**src/rtl/rpn_seq_if.sv**
```systemverilog
// rpn_seq_if: ROM fetch and stack/ALU command bus of the RPN sequencer
interface rpn_seq_if #(
    parameter int DATA_W = 8
);
    logic [7:0]        pc;
    logic [7:0]        instr;
    logic [1:0]        st_op;
    logic [DATA_W-1:0] st_wdata;
    logic [1:0]        alu_op;
    logic [DATA_W-1:0] alu_y;
    modport master(output pc, st_op, st_wdata, alu_op, input instr, alu_y);
    modport slave(input pc, st_op, st_wdata, alu_op, output instr, alu_y);
endinterface

```
**src/rtl/rpn_seq.sv**
```systemverilog
// rpn_seq: single-step RPN program sequencer driving an external stack and ALU; RPN_SEQ_RUN_EN adds free-run mode
module rpn_seq #(
    parameter int DEPTH  = 8,
    parameter int DATA_W = 8
) (
    input  logic             CLOCK_50,
    input  logic             resetn,
    input  logic             step_n,
    input  logic             run,
    rpn_seq_if.master        bus,
    output logic [3:0]       depth,
    output logic             halted,
    output logic             error
);
    typedef enum logic [2:0] {IDLE, FETCH, EXEC, HALT, ERROR} state_t;
    localparam logic [3:0] DEPTH_L = 4'(DEPTH);
    state_t            state, state_nxt, ok_nxt;
    logic [7:0]        pc, pc_nxt;
    logic [3:0]        depth_nxt;
    logic [2:0]        sync;
    logic [1:0]        op;
    logic              step, run_on, fail;
    assign step = sync[2] & ~sync[1];
`ifdef RPN_SEQ_RUN_EN
    assign run_on = run;
`else
    logic unused_run;
    assign unused_run = run;
    assign run_on = 1'b0;
`endif
    always_ff @(posedge CLOCK_50) begin
        if (!resetn) begin
            state <= IDLE;
            pc    <= '0;
            depth <= '0;
            sync  <= 3'b111;
        end else begin
            state <= state_nxt;
            pc    <= pc_nxt;
            depth <= depth_nxt;
            sync  <= {sync[1:0], step_n};
        end
    end
    always_comb begin
        state_nxt    = state;
        pc_nxt       = pc;
        depth_nxt    = depth;
        op           = 2'b00;
        fail         = 1'b0;
        bus.st_wdata = '0;
        bus.alu_op   = 2'b00;
        ok_nxt       = run_on ? FETCH : IDLE;
        case (state)
            IDLE:  state_nxt = (step | run_on) ? FETCH : IDLE;
            FETCH: state_nxt = EXEC;
            EXEC: begin
                state_nxt = ok_nxt;
                pc_nxt    = pc + 8'd1;
                case (bus.instr[7:5])
                    3'b001: begin
                        fail         = depth == DEPTH_L;
                        op           = 2'b01;
                        bus.st_wdata = DATA_W'(bus.instr[4:0]);
                        depth_nxt    = depth + 4'd1;
                    end
                    3'b010, 3'b011, 3'b100, 3'b101: begin
                        fail         = depth < 4'd2;
                        op           = 2'b11;
                        bus.alu_op   = bus.instr[6:5] - 2'b10;
                        bus.st_wdata = bus.alu_y;
                        depth_nxt    = depth - 4'd1;
                    end
                    3'b110: begin
                        fail      = depth == 4'd0;
                        op        = 2'b10;
                        depth_nxt = depth - 4'd1;
                    end
                    3'b111: begin
                        state_nxt = HALT;
                        pc_nxt    = pc;
                    end
                    default: ;
                endcase
                if (fail) begin
                    state_nxt = ERROR;
                    pc_nxt    = pc;
                    depth_nxt = depth;
                    op        = 2'b00;
                end
            end
            default: ;
        endcase
    end
    // A reset landing mid-EXEC must not let the stack see a command in that cycle
    assign bus.st_op = resetn ? op : 2'b00;
    assign bus.pc    = pc;
    assign halted    = state == HALT;
    assign error     = state == ERROR;
endmodule

```
**src/flat_wrapper.sv**
```systemverilog
// flat-port wrapper written by rule: the top's interface ports become plain ports
module rpn_seq_flat 
#(
    parameter int DEPTH  = 8,
    parameter int DATA_W = 8
)
  (CLOCK_50, resetn, step_n, run, depth, halted, error, bus_pc, bus_st_op, bus_st_wdata, bus_alu_op, bus_instr, bus_alu_y);
  rpn_seq_if #(.DATA_W(DATA_W)) bus_i ();
  input  logic CLOCK_50;
  input  logic resetn;
  input  logic step_n;
  input  logic run;
  output logic [3:0] depth;
  output logic halted;
  output logic error;
  output wire logic [$bits(bus_i.pc)-1:0] bus_pc;
  output wire logic [$bits(bus_i.st_op)-1:0] bus_st_op;
  output wire logic [$bits(bus_i.st_wdata)-1:0] bus_st_wdata;
  output wire logic [$bits(bus_i.alu_op)-1:0] bus_alu_op;
  input wire logic [$bits(bus_i.instr)-1:0] bus_instr;
  input wire logic [$bits(bus_i.alu_y)-1:0] bus_alu_y;
  assign bus_pc = bus_i.pc;
  assign bus_st_op = bus_i.st_op;
  assign bus_st_wdata = bus_i.st_wdata;
  assign bus_alu_op = bus_i.alu_op;
  assign bus_i.instr = bus_instr;
  assign bus_i.alu_y = bus_alu_y;
  rpn_seq #(.DEPTH(DEPTH), .DATA_W(DATA_W)) u_core (.CLOCK_50(CLOCK_50), .resetn(resetn), .step_n(step_n), .run(run), .bus(bus_i), .depth(depth), .halted(halted), .error(error));
endmodule
```
**config.mk**
```make
export PLATFORM = sky130hd
export DESIGN_NAME = rpn_seq_flat
export DESIGN_NICKNAME = d
export VERILOG_FILES = /design/src/rtl/rpn_seq_if.sv /design/src/rtl/rpn_seq.sv /design/src/flat_wrapper.sv
export SDC_FILE = /design/constraint.sdc
export NUM_CORES = 1
export LEC_CHECK = 0
export CORE_MARGIN = 2
export CORE_UTILIZATION = 40
export DETAILED_ROUTE_END_ITERATION = 7
export PLACE_DENSITY = 0.81
export SYNTH_ARGS = -nofsm -noshare
export SYNTH_HDL_FRONTEND = slang
export SYNTH_SLANG_ARGS = --single-unit
```
**constraint.sdc**
```tcl
create_clock -name CLOCK_50 -period 2.8 [get_ports CLOCK_50]
set_input_delay 0.42 -clock CLOCK_50 [delete_from_list [all_inputs] [get_ports CLOCK_50]]
set_output_delay 0.42 -clock CLOCK_50 [all_outputs]
set_load 0.05 [all_outputs]
```
[Word level (Yosys, flattened, before mapping)]
Index checks and enable logic that the tools add are counted.
W data, S select, Z words.
Storage, ports and cells
  memories kept: 0
  bits in latches: 0
  bits in read-only memories: 0
  output and inout bits: 26
  RAM bits: 0
  flip-flop bits (word level): 18
  input port bits: 20
Operators by class
  mux-type cells: 15
  shifts and indexed selects: 0
  $mul: 0
  div/mod/pow operators: 0
  bitwise gates (word level): 4
  equality and inequality tests: 12
  $add $sub $neg: 4
  reduce and logical (&&, ||, !) cells: 8
  $lt $le $gt $ge: 1
Operator list (number)
  $pmux W8 S2: 1
  $eq A3 B3 Y1 const B: 5
  $eq A3 B2 Y1 const B: 4
  $mux W2: 6
  $pmux W3 S3: 1
  $add A8 B1 Y8 const B: 1
  $mux W8: 1
  $pmux W4 S2: 1
  $eq A3 B1 Y1 const B: 2
  $pmux W2 S3: 1
  $reduce_and A3 Y1: 2
  $reduce_or A5 Y1: 1
  $add A4 B1 Y4 const B: 1
  $eq A4 B4 Y1 const B: 1
  $logic_not A4 Y1: 1
  $lt A4 B2 Y1 const B: 1
  $reduce_or A4 Y1: 1
  $sub A4 B1 Y4 const B: 1
  $logic_not A3 Y1: 1
  $mux W3: 1
  $not A1 Y1: 3
  $pmux W1 S3: 1
  $reduce_bool A3 Y1: 1
  $mux W1: 2
  other kinds (3): 3

[Longest topological paths before layout]
  depth after elaboration: 7
  gate-level depth with buffers: 9
  gate-level depth less buffers: 8

[Worst setup path after synthesis]
No wires, ideal clock.
  path kind: reg-to-output
  from: reg u_core.depth[0]
  to: out bus_st_op[0]
  stages on the path, launching flop included: 5
  path slack: -0.058 ns
  arrival time: 2.438 ns
  cell sequence: dfxtp_1 a211oi_1 nand2_1 nand3_1 a211oi_1
On the way
  word-level cells in the longest chain between the ends: 6
  elaborated cells on any way between the ends: 8
  classes of those cells: order compare (1); eq/ne (1); mux (5); reduce/logical (1)
RTL lines
  start, declared: line rpn_seq.sv:11  | output logic [3:0] depth,
  start signal, assigned: line rpn_seq.sv:40  | depth <= depth_nxt;
  $lt A4 B2 Y1, or another cell as far along: line rpn_seq.sv:67  | fail = depth < 4'd2;
  $pmux W1 S3 (*): line rpn_seq.sv:59  | case (bus.instr[7:5])
  $mux W1 (*): line rpn_seq.sv:53  | case (state)
  $mux W2 (*): line rpn_seq.sv:84  | if (fail) begin
  $mux W2 (*): line rpn_seq.sv:53
  $mux W2 (*): line rpn_seq.sv:95  | assign bus.st_op = resetn ? op : 2'b00;
  end, declared: line flat_wrapper.sv:17  | output wire logic [$bits(bus_i.st_op)-1:0] bus_st_op;
Every way passes the cells marked *; elsewhere a longest branch is shown, timed or not. The select of a mux whose other input is x is not followed.

[Worst setup path in the final report]
  from: in bus_instr[6]
  to: out bus_st_op[1]
On the way
  word-level cells in the longest chain between the ends: 7
  elaborated cells on any way between the ends: 13
  classes of those cells: eq/ne (6); mux (6); reduce/logical (1)
RTL lines
  start, declared: line flat_wrapper.sv:20  | input wire logic [$bits(bus_i.instr)-1:0] bus_instr;
  $eq A3 B2 Y1 / $eq A3 B3 Y1 (equally long branches): line rpn_seq.sv:59
  $reduce_or A4 Y1: line rpn_seq.sv:59
  $pmux W1 S3: line rpn_seq.sv:59
  $mux W1: line rpn_seq.sv:53
  $mux W2 (*): line rpn_seq.sv:84
  $mux W2 (*): line rpn_seq.sv:53
  $mux W2 (*): line rpn_seq.sv:95
Marks and branches as above.

==> run_results.csv <==
group,metric,value,unit
worst_setup_path,crit_path_start,"bus_instr[6]",
worst_setup_path,worstPathArrival,2.20,ns
timing,holdWs,0.4382,ns
worst_setup_path,start_kind,"input port",
timing,finalHoldViolations,0,
layout,diodes,0,
global_routing,grt_pass1_wl,5119,µm
clocking,cts_hold_buf,0,
place,hpwl,2271,µm
clocking,clkTransAtPathRegs,0.10,ns
clocking,cts_made_buffers,3,
die,dieArea,3356,µm²
routing,vias,1223,
worst_setup_path,reg2reg_from,"u_core.state[1]",
job,maxCapViolCount,0,
global_routing,grt_pass1_vias,1217,
pwr,p_leak,0.0006455,µW
clocking,cts_tree,"yes",
routing,drtPass1Iterations,4,
global_routing,grt_max_degree,14,
timing,fin_setup_tns,0,ns
synthesis,yosysWarnings,0,
worst_setup_path,worstPathCellList,"clkdlybuf4s50_1, buf_4, or4bb_1, o31ai_2, nand2_1, nand3_1, nor3_1, buf_4",
layout,final_layout_size_suffix_gt1_frac,0.1543,
pwr,netSwitchingFraction,0.2556,
die,row_count,19,
worst_hold_path,hold_depth,1,
worst_setup_path,cpMostUsedCell,"buf_4",
worst_setup_path,ff2ff_path_depth,5,
worst_hold_path,min_to,"u_core.sync[1]",
global_routing,grt_usage,0.1916,
clocking,clkLatencyLatePin,0.30,ns
place,io_buffers,44,
clocking,clock-root-buffer,"clkbuf_4",
synthesis,avgSynthCellArea,8.253,µm²
routing,ant_nets,0,
worst_setup_path,critical_path.max_stage_delay,0.51,ns
synthesis,ys_ff_latch,18,
timing,finalSetupViolations,0,
layout,fin_nets,213,
pwr,irDropWorstVdd,306.2,µV
worst_setup_path,rrSetupSlack,0.82,ns
die,core-area,2758,µm²
global_routing,gr-total-overflow,0,
layout,syn2layout_area_growth,51.08,%
pwr,p_comb_frac,0.192,
pwr,seq_power_share,0.500,
timing,max_slew_margin,0.6208,
worst_setup_path,rr_endpoint,"u_core.depth[1]",
synthesis,yosysSeqAreaShare,0.3097,
routing,viasPerCell,5.584,
timing,period_minus_slack,2.620,ns
synthesis,yosys.cell_types.count,37,
timing,fin_skew,0.006242,ns
routing,drt_wl_total,2933,µm
pwr,intPower,390.5,µW
routing,wl_per_cell,13.39,µm
synthesis,synthesis.nets,165,
place,gp_congestion,0.8597,
worst_hold_path,hold_start,"u_core.sync[0]",
die,die_h,57.94,µm
timing,worst_pin_slew,0.5544,ns
pwr,p_clk_frac,0.307,
global_routing,grt_antenna_before_repair,0,
worst_setup_path,required,2.38,ns
timing,slew_viol_final,0,
timing,finalCritPeriodShare,0.9357,
timing,timing.fmax,381.7,MHz
die,io_pins,46,
clocking,clockBufferDepth,2,
worst_hold_path,hp-class,"reg2reg",
die,die_w,57.94,µm
run_status,status,"complete, no violations",
worst_setup_path,path_class,"in2out",
timing,rsz0062_at_grt,"no",
routing,first_iter_violations,46,
worst_setup_path,end_kind,"output pin",
pwr,pwr_density_cell,298.4,nW/µm²
pwr,p_sw,134.1,µW
clocking,cts_sinks,18,
synthesis,netlist_instances,141,
die,start_util,0.4220,
synthesis,synthesis.area,1164,µm²
worst_setup_path,cp_max_fo,7,
clocking,cts-htree-levels,1,
clocking,cts_setup_buffers,0,
routing,drc,0,
worst_setup_path,cpMaxStageDelayCell,"or4bb_1",
placed cells by master (no fill, tap or decap), types with 4 or more instances in the layout:
cell type | netlist | final
a21oi_1 | 11 | 11
a22oi_1 | 5 | 5
clkdlybuf4s50_1 | 0 | 32
xnor2_1 | 9 | 9
buf_12 | 0 | 9
buf_4 | 0 | 8
nand2_1 | 7 | 7
nor3_1 | 4 | 4
mux2i_1 | 4 | 4
and2_1 | 5 | 5
dfxtp_1 | 18 | 18
nand2b_1 | 7 | 7
nor2_1 | 26 | 26
registers in the layout, summed over array words and instances, names as in the netlist:
register	flops
u_core.bus.pc	8
u_core.depth	4
u_core.state	3
u_core.sync	3
worst max-delay path: cells and delay by family:
kind | cells | cell delay, ns
AO/OA/AOI/OAI | 1 | 0.09
AND/OR/NAND/NOR | 4 | 0.83
buffers and inverters | 3 | 0.86
repair_timing:
| item | 4_1_cts | 5_1_grt |
|---|---|---|
| endpoints found under the hold margin | 0 | 0 |
| resized for setup | 0 | 1 |
| setup endpoints to repair | 0 | 2 |
worst max path at each step:
stage | to | cells after the start
after floorplan | bus_st_op[1] | 4
after global placement | bus_st_op[1] | 7
after detailed placement | bus_st_op[1] | 7
after CTS | bus_st_op[1] | 7
after global routing | bus_st_op[1] | 8
final | bus_st_op[1] | 8
cell type report:
type                    count  area, µm²
clock buffers               4      36.28
fillers                   232      999.7
inverters                   3      11.26
multi-input cells         114      750.7
flip-flops and latches     18      360.3
well taps                  31      38.79
repair buffers             49      560.5
per-stage QoR:
step                        util  cell area [µm²]  total power (µW)  setup WS (ns)  cells
after detailed placement  0.6225             1717             368.7         0.1451    215
after global placement    0.6225             1717             364.9         0.1597    215
after global routing      0.6375             1758             542.8        0.03556    219
final                     0.6375             1758             524.6         0.1801    219
after floorplan                -             1169             322.7        0.07734    141
after CTS                 0.6357             1753             526.6         0.1188    219
power groups by stage:
| stage | logic, µW | clock network, µW | registers, µW |
|---|---|---|---|
| final | 101 | 161 | 262 |
| after global routing | 110 | 169 | 263 |
| after CTS | 101 | 163 | 262 |
| after detailed placement | 100 | 0 | 268 |
| after global placement | 97.0 | 0 | 268 |
| after floorplan | 53.5 | 0 | 269 |
synth_stat cells:
cell        n  area share
nand2b_1    7       0.038
o21ai_0     2      0.0086
inv_1       3      0.0097
a211o_1     1      0.0075
or4b_2      1      0.0086
a31o_2      1      0.0075
a22oi_1     5       0.032
xnor2_1     9       0.068
o31ai_2     1       0.011
clkbuf_4    1      0.0065
a211oi_1    5       0.032
nor4b_1     1      0.0075
clkbuf_8    1       0.012
a21oi_1    11       0.047
clkbuf_1    2      0.0065
and3_1      1      0.0054
a211oi_4    1       0.017
buf_6       2       0.019
nand4_1     1      0.0054
ha_1        3       0.032
dfxtp_1    18        0.31
and3_2      1      0.0065
or4bb_1     1      0.0097
nand2_1     7       0.023
a2111oi_0   2       0.015
or2_2       1      0.0054
a21o_1      1      0.0065
o21a_1      2       0.013
fa_1        1       0.017
and2_1      5       0.027
or3b_1      1      0.0075
nor3b_1     3       0.019
nor2b_1     2       0.011
nor2_1     26       0.084
mux2i_1     4       0.034
nor3_1      4       0.017
nand3_1     3       0.013
cell families after synthesis:
family,share of synthesized area
and+or+nand+nor,0.2871
adders and majority gates,0.04947
muxes,0.03441
DFF,0.3097
buffers and inverters,0.05376
AOI/OAI and AO/OA,0.1979
xor gates and xnor gates,0.06775
routing by layer:
layer | part of all wire | up-vias | track usage | wire [µm]
li1 | - | 589 | - | -
met1 | 0.42 | 566 | 0.2357 | 1241
met2 | 0.49 | 62 | 0.3231 | 1439
met3 | 0.072 | 6 | 0.02232 | 211
met4 | 0.014 | 0 | 0.1096 | 40
met5 | 0 | - | 0 | 0
Note: power is estimated with default switching activity, not from simulation.
